<file path="config.mk">
export PLATFORM = sky130hd
export DESIGN_NAME = pipelined_adder_flat
export DESIGN_NICKNAME = d
export VERILOG_FILES = /design/src/rtl/pipelined_adder_if.sv /design/src/rtl/pipelined_adder.sv /design/src/flat_wrapper.sv
export SDC_FILE = /design/constraint.sdc
export NUM_CORES = 1
export LEC_CHECK = 0
export CAP_MARGIN = 20
export CORE_MARGIN = 2
export CORE_UTILIZATION = 40
export CTS_CLUSTER_DIAMETER = 30
export DETAILED_ROUTE_END_ITERATION = 8
export SETUP_SLACK_MARGIN = 0.3
export SYNTH_ARGS = -nofsm -noshare
export SYNTH_HDL_FRONTEND = slang
export SYNTH_SLANG_ARGS = --single-unit
export TNS_END_PERCENT = 50
</file>
<file path="constraint.sdc">
create_clock -name clk -period 4.7 [get_ports clk]
set_clock_uncertainty 0.05 [all_clocks]
set_input_delay 1.175 -clock clk [delete_from_list [all_inputs] [get_ports clk]]
set_output_delay 1.175 -clock clk [all_outputs]
set_load 0.05 [all_outputs]
</file>
<file path="src/rtl/pipelined_adder_if.sv">
// Handshake bundle for pipelined_adder: operand side (in_*) and result side (out_*).
// master drives operations and consumes results; slave is the adder itself.
interface pipelined_adder_if #(
   parameter int N = 16
);
   logic         in_valid;
   logic         in_ready;
   logic [N-1:0] i1;
   logic [N-1:0] i2;
   logic         sub;
   logic         out_valid;
   logic         out_ready;
   logic [N-1:0] o1;
   logic         carry;
   logic         overflow;
   logic         zero;

   modport master (
      output in_valid, i1, i2, sub, out_ready,
      input  in_ready, out_valid, o1, carry, overflow, zero
   );

   modport slave (
      input  in_valid, i1, i2, sub, out_ready,
      output in_ready, out_valid, o1, carry, overflow, zero
   );
endinterface

</file>
<file path="src/rtl/pipelined_adder.sv">
// Pipelined N-bit adder/subtractor: one W-bit carry-chained slice per stage, skewed operands,
// global stall on output backpressure. Flags are formed in the last stage. Needs N % STAGES == 0.
module pipelined_adder #(
   parameter int N      = 16,
   parameter int STAGES = 4
) (
   input  logic               clk,
   input  logic               reset,
   pipelined_adder_if.slave   bus
);
   localparam int W = N / STAGES;

   logic [STAGES-1:0]          r_valid;
   logic [STAGES-1:0][N-1:0]   r_a;
   logic [STAGES-1:0][N-1:0]   r_b;
   logic [STAGES-1:0][N-1:0]   r_sum;
   logic [STAGES-1:0]          r_c;
   logic                       r_overflow;
   logic                       r_zero;

   logic                       w_adv;
   logic [STAGES-1:0][N-1:0]   w_a_src;
   logic [STAGES-1:0][N-1:0]   w_b_src;
   logic [STAGES-1:0][N-1:0]   w_sum_src;
   logic [STAGES-1:0]          w_c_src;
   logic [STAGES-1:0]          w_v_src;
   logic [STAGES-1:0][W:0]     w_slice;
   logic [STAGES-1:0][N-1:0]   w_sum_d;
   logic [STAGES-1:0]          w_c_d;
   logic                       w_overflow_d;
   logic                       w_zero_d;
   logic                       w_unused;

   always_comb begin
      w_adv = !r_valid[STAGES-1] || bus.out_ready;

      // Stage 0 sources come from the bus; subtract is i1 + ~i2 + 1.
      w_a_src[0]   = bus.i1;
      w_b_src[0]   = bus.sub ? ~bus.i2 : bus.i2;
      w_c_src[0]   = bus.sub;
      w_sum_src[0] = '0;
      w_v_src[0]   = bus.in_valid && w_adv;
      for (int k = 1; k < STAGES; k++) begin
         w_a_src[k]   = r_a[k-1];
         w_b_src[k]   = r_b[k-1];
         w_c_src[k]   = r_c[k-1];
         w_sum_src[k] = r_sum[k-1];
         w_v_src[k]   = r_valid[k-1];
      end

      for (int k = 0; k < STAGES; k++) begin
         w_slice[k] = {1'b0, w_a_src[k][k*W +: W]} + {1'b0, w_b_src[k][k*W +: W]}
                    + {{W{1'b0}}, w_c_src[k]};
         w_sum_d[k] = w_sum_src[k];
         w_sum_d[k][k*W +: W] = w_slice[k][W-1:0];
         w_c_d[k] = w_slice[k][W];
      end

      w_overflow_d = (w_a_src[STAGES-1][N-1] == w_b_src[STAGES-1][N-1])
                  && (w_sum_d[STAGES-1][N-1] != w_a_src[STAGES-1][N-1]);
      w_zero_d     = ~|w_sum_d[STAGES-1];
   end

   // Already-consumed operand slices in later stages are dead; fold them into one sink.
   assign w_unused = ^{r_a, r_b, w_a_src, w_b_src, w_sum_src};

   always_ff @(posedge clk or posedge reset) begin
      if (reset) begin
         r_valid    <= '0;
         r_a        <= '0;
         r_b        <= '0;
         r_sum      <= '0;
         r_c        <= '0;
         r_overflow <= 1'b0;
         r_zero     <= 1'b0;
      end else if (w_adv) begin
         r_valid    <= w_v_src;
         r_a        <= w_a_src;
         r_b        <= w_b_src;
         r_sum      <= w_sum_d;
         r_c        <= w_c_d;
         r_overflow <= w_overflow_d;
         r_zero     <= w_zero_d;
      end
   end

   assign bus.in_ready  = w_adv;
   assign bus.out_valid = r_valid[STAGES-1];
   assign bus.o1        = r_sum[STAGES-1];
   assign bus.carry     = r_c[STAGES-1];
   assign bus.overflow  = r_overflow;
   assign bus.zero      = r_zero;
endmodule

</file>
<file path="src/flat_wrapper.sv">
// flat-port wrapper written by rule: the top's interface ports become plain ports
module pipelined_adder_flat 
#(
   parameter int N      = 16,
   parameter int STAGES = 4
)
  (clk, reset, bus_in_valid, bus_i1, bus_i2, bus_sub, bus_out_ready, bus_in_ready, bus_out_valid, bus_o1, bus_carry, bus_overflow, bus_zero);
  pipelined_adder_if #(.N(N)) bus_i ();
  input  logic clk;
  input  logic reset;
  input wire logic [$bits(bus_i.in_valid)-1:0] bus_in_valid;
  input wire logic [$bits(bus_i.i1)-1:0] bus_i1;
  input wire logic [$bits(bus_i.i2)-1:0] bus_i2;
  input wire logic [$bits(bus_i.sub)-1:0] bus_sub;
  input wire logic [$bits(bus_i.out_ready)-1:0] bus_out_ready;
  output wire logic [$bits(bus_i.in_ready)-1:0] bus_in_ready;
  output wire logic [$bits(bus_i.out_valid)-1:0] bus_out_valid;
  output wire logic [$bits(bus_i.o1)-1:0] bus_o1;
  output wire logic [$bits(bus_i.carry)-1:0] bus_carry;
  output wire logic [$bits(bus_i.overflow)-1:0] bus_overflow;
  output wire logic [$bits(bus_i.zero)-1:0] bus_zero;
  assign bus_i.in_valid = bus_in_valid;
  assign bus_i.i1 = bus_i1;
  assign bus_i.i2 = bus_i2;
  assign bus_i.sub = bus_sub;
  assign bus_i.out_ready = bus_out_ready;
  assign bus_in_ready = bus_i.in_ready;
  assign bus_out_valid = bus_i.out_valid;
  assign bus_o1 = bus_i.o1;
  assign bus_carry = bus_i.carry;
  assign bus_overflow = bus_i.overflow;
  assign bus_zero = bus_i.zero;
  pipelined_adder #(.N(N), .STAGES(STAGES)) u_core (.clk(clk), .reset(reset), .bus(bus_i));
endmodule
</file>
==> out/results.ini, run 1 <==
[power_and_ir_drop]
sw_frac_of_total = 0.417
power_leakage_uw = 0.00253
clockPowerShare = 0.145
power_switching_uw = 1430
pwr-share-seq = 0.420
power_frac_comb = 0.435
power_density_nw_per_um2 = 663
intPower_uw = 1990
peakVddDrop_mv = 0.317

[clock_network]
cts_buffers = 9
clkLatencyLatePin_ps = 350
h-tree-depth = 3
clock-sinks = 98
clockBufferDepth = 2
postCtsSetupRepairBufs = 0
post_cts_resize_count = 0
cts_tree = built
root_buffer = clkbuf_8
holdBufCountCts = 0
clk_pin_slew_ps = 90

[timing]
worst_pin_slew_ps = 1020
finalSetupViolCount = 0
relSlewSlack = 0.322
fin_crit_ps = 3240
maxSlewViolCount = 0
fmax_ghz = 0.308
tns_ps = 0
period_share = 0.690
rsz0062_at_grt = no
hold_viol = 0

[layout]
multi_input_area_sq_um = 1700
num_antenna_cells = 0
drive_gt1_frac = 0.0505
fillers = 1077
syn2layout_area_growth_pct = 15.1
register_area_sq_um = 2450
stdcell_count = 655
nets = 566

[drt]
dr.pass1.iters = 4
first_iter_violations = 129
wl_um = 8250
via_per_inst = 4.56
num_vias = 2987
route.top_layer_used = met4
ant_nets = 0
met1_length_um = 4000
dr_wl_met2_um = 3800
wl_met3_um = 348
drcViolationCount = 0
wl_per_cell_um = 12.6

[logic_synthesis]
synth_top_family_by_area = simple AND/OR/NAND/NOR gates
synthCells = 477
ys_seq_elements = 98
postSynth.asyncResetShare = 1.00
synth_xor_area_frac = 0.0469
synth_commonest_cells = nand2_1, dfrtp_1, buf_4
synth_top_area_frac = 0.547
synthMostInstantiatedCell = nand2_1
synth-simple-area-share = 0.206
synth_compound_area_frac = 0.0569
synth_area_sq_um = 4490
synth_cell_type_count = 31
synth_fa_ha_area_frac = 0.0647
synth_edf_count = 0
synth_area_per_cell_sq_um = 9.40
ys_warn_count = 0
synth.area.mux_share = 0.00474
synth_top_cell_by_area = dfrtp_1
synthFlopType = dfrtp_1
syn-num-nets = 533
synth_area_leaders = dfrtp_1, nand2_1, buf_4
ys_seq_area_frac = 0.547

[grt]
antenna_found_initial = 0
grt_pass1_vias = 2856
grt.total_usage = 0.149
overflow = 0
grt_pass1_wl_um = 13800
grt_max_degree = 105

[worst_setup_path]
arrival_ps = 2020
critPathLaunchType = input port
required_ps = 3470
crit_type = in2out
endpoint_kind = primary output
critPathMaxFanout = 2

[placement]
io_buffers = 57
place_congestion = 0.760
place_inst = 639
place_hpwl_um = 5450

[floorplan]
dieArea_sq_um = 12100
core_sq_um = 10900
die_x_um = 110
std_cell_rows = 38
die_h_um = 110
start_util = 0.412
ios = 58

[job]
cap_violations = 0

[outcome]
outcome = finished, final reports clean

[worst_hold_path]
min_path_type = reg2reg

[critical path: stages]
cell	delay, ps
clkdlybuf4s50_1	440
nor2b_4	170
inv_6	40
buf_4	180
[metal layers]
metal  vias to the layer above  track usage
met4                         0       0.0443
met5                         -            0
met3                         8       0.0326
li1                       1529            -
met2                        59        0.232
met1                      1391        0.209
[power groups by stage]
stage / combinational [uW] / clock (uW) / sequential [uW]
6_report: 1490 / 498 / 1440
3_5_place_dp: 1510 / 0 / 1460
4_1_cts: 1510 / 517 / 1440
3_3_place_gp: 1470 / 0 / 1450
5_1_grt: 1660 / 558 / 1490
2_1_floorplan: 1210 / 0 / 1430
[metrics by stage]
stage	hold WS, ps	worst slack, ps	util	instance area [sq um]	power (uW)
2_1_floorplan	380	913	-	4490	2650
3_3_place_gp	394	1230	0.457	4980	2920
3_5_place_dp	396	1100	0.457	4980	2970
4_1_cts	419	1450	0.474	5160	3470
5_1_grt	442	1360	0.474	5160	3710
6_report	415	1460	0.474	5160	3420
[area by class of cell]
class / instances / area share
Timing Repair Buffer: 61 / 0.116
Inverter: 12 / 0.0102
Clock buffer: 11 / 0.0274
Multi-Input combinational cell: 328 / 0.330
Clock inverter: 5 / 0.00752
Sequential cell: 98 / 0.475
Tap cell: 140 / 0.0339
[cell usage in the layout (no fill, tap or decap)]
cell / Yosys / final
o31ai_1: 1 / 1
nand3b_1: 1 / 1
nor2b_4: 1 / 1
a211oi_1: 1 / 1
nor2b_1: 2 / 2
nand2b_1: 1 / 1
buf_4: 24 / 5
o21ai_1: 2 / 2
nor4b_1: 1 / 1
clkbuf_1: 0 / 1
fa_1: 7 / 7
clkdlybuf4s50_1: 0 / 56
xnor2_1: 16 / 16
nand4_1: 1 / 1
o21a_1: 1 / 1
dfrtp_1: 98 / 98
nand2_1: 217 / 217
clkbuf_8: 0 / 10
nand2_2: 1 / 1
a21oi_1: 13 / 13
clkinvlp_4: 0 / 1
inv_6: 1 / 2
ha_1: 12 / 12
inv_1: 11 / 10
clkinv_2: 0 / 1
o31ai_2: 1 / 1
clkinv_4: 0 / 2
nor2_1: 10 / 10
a21o_1: 4 / 4
inv_4: 0 / 1
mux2i_1: 1 / 1
nor4_1: 2 / 2
mux2_2: 1 / 1
xor2_1: 8 / 8
o21ai_0: 23 / 23
[state kept, by name (all words and copies together) (netlist names)]
name,cells
u_core.r_a,24
u_core.r_b,24
u_core.r_sum,24
u_core.bus.o1,16
u_core.r_c,4
u_core.r_valid,4
u_core.bus.overflow,1
u_core.bus.zero,1
[final timing paths]
path / endpoint / slack [ps] / startpoint / cells after the start
max: bus_in_ready / 1460 / bus_out_ready / 4
min: u_core.r_b[29] / 420 / u_core.r_b[13] / 2
max reg2reg: u_core.bus.zero / 2440 / u_core.r_c[2] / 7
min reg2reg: u_core.r_b[29] / 420 / u_core.r_b[13] / 2
max in group asynchronous: u_core.r_b[28] / 2620 / reset / 3
min in group asynchronous: u_core.bus.o1[15] / 1220 / reset / 2
[cells by family after synthesis]
| group | count (synthesis) |
|---|---|
| fa+ha+maj | 19 |
| flops | 98 |
| simple gates | 237 |
| mux | 2 |
| buf+inv | 51 |
| xor+xnor | 24 |
| compound gates | 46 |
(Power assumes the default switching activity.)
==> run 2, diff against run 1 <==
==> constraint.sdc (replaced) <==
create_clock -name clk -period 2.9 [get_ports clk]
set_clock_uncertainty 0.05 [all_clocks]
set_input_delay 0.725 -clock clk [delete_from_list [all_inputs] [get_ports clk]]
set_output_delay 0.725 -clock clk [all_outputs]
set_load 0.05 [all_outputs]
==> out/results.ini, run 2 (synthesis results as in run 1) <==
[floorplan]
std_cell_rows = 38
ios = 58
die_x_um = 110
core_sq_um = 10900
die_h_um = 110
start_util = 0.412
dieArea_sq_um = 12100

[clock_network]
post_cts_resize_count = 0
clock-sinks = 98
clk_pin_slew_ps = 90
root_buffer = clkbuf_8
h-tree-depth = 3
clockBufferDepth = 2
cts_buffers = 9
clkLatencyLatePin_ps = 350
cts_tree = built
postCtsSetupRepairBufs = 0
holdBufCountCts = 0

[grt]
grt_pass1_wl_um = 13700
grt_max_degree = 105
grt.total_usage = 0.147
antenna_found_initial = 0
overflow = 0
grt_pass1_vias = 2924

[worst_setup_path]
critPathLaunchType = input port
endpoint_kind = primary output
r2r-end = u_core.bus.zero
slowest_stage = clkdlybuf4s50_1
path_delay_family = buffers and inverters
cp_cell_sequence = clkdlybuf4s50_1 -> nor2b_4 -> inv_6 -> buf_4
path_buf_inv = 3
r2r_start = u_core.r_c[2]
critPathMaxFanout = 2
arrival_ps = 1610
cpPeakStageDelay_ps = 440
crit_type = in2out
reg2regPathDepth = 7
reg2reg_slack_ps = 650
required_ps = 2120

[drt]
via_per_inst = 4.66
num_vias = 3058
wl_per_cell_um = 12.3
dr.pass1.iters = 4
first_iter_violations = 97
wl_um = 8090
ant_nets = 0
drcViolationCount = 0

[power_and_ir_drop]
sw_frac_of_total = 0.409
peakVddDrop_mv = 0.556
power_leakage_uw = 0.00256
pwr-share-seq = 0.416
power_frac_comb = 0.433
intPower_uw = 3310
power_density_nw_per_um2 = 1070
power_switching_uw = 2300
clockPowerShare = 0.151

[placement]
place_hpwl_um = 5530
place_congestion = 0.737
io_buffers = 57

[layout]
multi_input_area_sq_um = 1700
top_regs = u_core.r_a x24, u_core.r_b x24, u_core.r_sum x24
drive_gt1_frac = 0.0523
nets = 568
fillers = 1087
final_common_cell = nand2_1
num_antenna_cells = 0
syn2layout_area_growth_pct = 16.9
register_area_sq_um = 2450
layout_common_cells = nand2_1, dfrtp_1, clkdlybuf4s50_1

[worst_hold_path]
worstHoldPathCells = 2
min_from = u_core.r_valid[2]
min_path_type = reg2reg
hold_end = u_core.r_valid[2]

[timing]
fin_worst_hold_slack_ps = 420
worst_pin_slew_ps = 697
hold_viol = 0
finalSetupViolCount = 0
relSlewSlack = 0.534
period_share = 0.821
fmax_ghz = 0.420
rsz0062_at_grt = no
tns_ps = 0
maxSlewViolCount = 0
fin_crit_ps = 2380

[job]
cap_violations = 0

[outcome]
outcome = finished, final reports clean

run 2: per-stage QoR:
| step | cell area (sq um) | setup WS (ps) | utilization | instances | total power, uW |
|---|---|---|---|---|---|
| after floorplan | 4490 | 829 | - | 477 | 4290 |
| after global placement | 5060 | 378 | 0.465 | 641 | 4760 |
| after detailed placement | 5060 | 316 | 0.465 | 641 | 4830 |
| after CTS | 5240 | 509 | 0.482 | 656 | 5690 |
| after global routing | 5240 | 471 | 0.482 | 656 | 6070 |
| final | 5240 | 519 | 0.482 | 656 | 5600 |
run 2: tightest hold or removal path: cells and delay by family, from the launching register on:
family	cells	cell delay [ps]
flops	1	350
simple gates	2	100
run 2: worst max path at each step:
stage	endpoint	cells past startpoint	from
after global placement	u_core.r_c[0]	7	bus_sub
final	bus_in_ready	4	bus_out_ready
after global routing	bus_in_ready	4	bus_out_ready
after CTS	bus_in_ready	4	bus_out_ready
after detailed placement	u_core.r_c[0]	7	bus_sub
after floorplan	u_core.r_c[0]	8	bus_sub
run 2: cell type report:
type                       count  share of cell area
sequential                    98               0.468
multi-input combinational    328               0.325
timing repair buffer          63               0.129
tap                          140              0.0334
clock buffer                  10              0.0243
clock inverter                 5              0.0107
inverter                      12              0.0103
run 2: power groups by stage:
stage,clock [uW],combinational (uW),sequential (uW)
3_3_place_gp,0,2410,2340
4_1_cts,875,2470,2340
5_1_grt,930,2730,2410
3_5_place_dp,0,2470,2370
2_1_floorplan,0,1970,2320
6_report,847,2430,2330
run 2: metal layers:
layer	track usage	routed length (um)	vias up
met2	0.230	3800	57
met4	0.0615	133	0
met1	0.198	3870	1458
li1	-	-	1532
met5	0	0	-
met3	0.0302	287	11
==> run 3, diff against run 2 <==
==> constraint.sdc (replaced) <==
create_clock -name clk -period 2.14 [get_ports clk]
set_clock_uncertainty 0.05 [all_clocks]
set_input_delay 0.535 -clock clk [delete_from_list [all_inputs] [get_ports clk]]
set_output_delay 0.535 -clock clk [all_outputs]
set_load 0.05 [all_outputs]
==> out/results.ini, run 3 (synthesis results as in run 1) <==
[drt]
num_vias = 3062
drcViolationCount = 0
via_per_inst = 4.61
dr.pass1.iters = 4
first_iter_violations = 150
ant_nets = 0
wl_per_cell_um = 12.5
wl_um = 8300

[timing]
hold_viol = 0
fmax_ghz = 0.497
fin_worst_hold_slack_ps = 419
fin_crit_ps = 2010
period_share = 0.940
finalSetupViolCount = 0
worst_pin_slew_ps = 499
relSlewSlack = 0.667
maxSlewViolCount = 0
rsz0062_at_grt = yes

[worst_setup_path]
critPathMaxFanout = 2
critPathLaunchType = register
crit_type = reg2reg
required_ps = 2370
endpoint_kind = register
arrival_ps = 2240

[floorplan]
die_x_um = 110
core_sq_um = 10900
ios = 58
dieArea_sq_um = 12100
die_h_um = 110
start_util = 0.412
std_cell_rows = 38

[grt]
grt_pass1_wl_um = 14000
antenna_found_initial = 0
grt_pass1_vias = 2984
grt_max_degree = 105
overflow = 0
grt.total_usage = 0.150

[layout]
nets = 575
layout_common_cells = nand2_1, dfrtp_1, clkdlybuf4s50_1
stdcell_count = 664
final_common_cell = nand2_1
num_antenna_cells = 0
drive_gt1_frac = 0.0973
syn2layout_area_growth_pct = 19.1
top_regs = u_core.r_a x24, u_core.r_b x24, u_core.r_sum x24

[clock_network]
clkLatencyLatePin_ps = 360
root_buffer = clkbuf_8
cts_buffers = 9
clockBufferDepth = 2
clk_pin_slew_ps = 100
cts_tree = built
clock-sinks = 98
h-tree-depth = 3
holdBufCountCts = 0

[outcome]
outcome = finished, final reports clean

[placement]
place_hpwl_um = 5830
io_buffers = 57
place_congestion = 0.750
place_inst = 646

[power_and_ir_drop]
power_density_nw_per_um2 = 1450
power_uw = 7760
power_leakage_uw = 0.00269
peakVddDrop_mv = 0.808

[worst_hold_path]
min_path_type = reg2reg

[job]
cap_violations = 0

-- run 3: cell types whose count changed in the layout (fill, tap and decap cells not counted), moves of 4 or more --
cell	before	now
clkdlybuf4s15_1	0	6
buf_4	2	16
fa_2	0	4
dlymetal6s2s_1	0	6
clkdlybuf4s50_1	56	34
fa_1	7	3
-- run 3: path summary, 6_finish.rpt --
check                             startpoint  slack (ps)  cells past startpoint                end
max                            u_core.r_c[2]         130                      7    u_core.bus.zero
min                        u_core.bus.o1[11]         420                      2  u_core.bus.o1[11]
max reg2reg                    u_core.r_c[2]         130                      7    u_core.bus.zero
min reg2reg                u_core.bus.o1[11]         420                      2  u_core.bus.o1[11]
max in group asynchronous              reset        1020                      3   u_core.r_sum[23]
min in group asynchronous              reset         510                      2     u_core.r_b[28]
-- run 3: per-layer routing --
layer | vias up | global-route usage | share of wire
li1 | 1552 | - | -
met1 | 1450 | 0.206 | 0.49
met2 | 48 | 0.239 | 0.47
met3 | 12 | 0.0273 | 0.032
met4 | 0 | 0.0515 | 0.013
met5 | - | 0 | 0
-- run 3: cell type report --
class | count | area (sq um)
Multi-Input combinational cell | 328 | 1730
Inverter | 12 | 53.8
Timing Repair Buffer | 70 | 736
Fill cell | 1081 | 5550
Clock buffer | 10 | 128
Clock inverter | 6 | 66.3
Tap cell | 140 | 175
Sequential cell | 98 | 2450
-- run 3: timing repair --
action / CTS / global route
pin swaps: 0 / 8
endpoints found under the setup margin: 15 / 19
buffers inserted: 0 / 2
resized for setup: 14 / 13
-- run 3: critical path: stages (launching register included) --
cell     delay, ps
dfrtp_1        340
inv_1           70
fa_2           380
inv_1           80
fa_1           450
nor4b_2        230
nand4_1        140
o31ai_2        190
-- run 3: through the flow --
step | setup TNS [ps] | setup slack [ps] | cell area, sq um | util
after floorplan | 0 | 173 | 4490 | -
after global placement | -101 | -81.2 | 5090 | 0.467
after detailed placement | -273 | -148 | 5090 | 0.467
after CTS | 0 | 24.8 | 5290 | 0.486
after global routing | 0 | 24.3 | 5340 | 0.491
final | 0 | 129 | 5340 | 0.491
-- run 3: report_power, final --
group          switching (uW)  total [uW]  internal [uW]
Clock                     637        1180            546
Sequential                508        3170           2660
Combinational            2060        3400           1340
Total                    3210        7760           4550
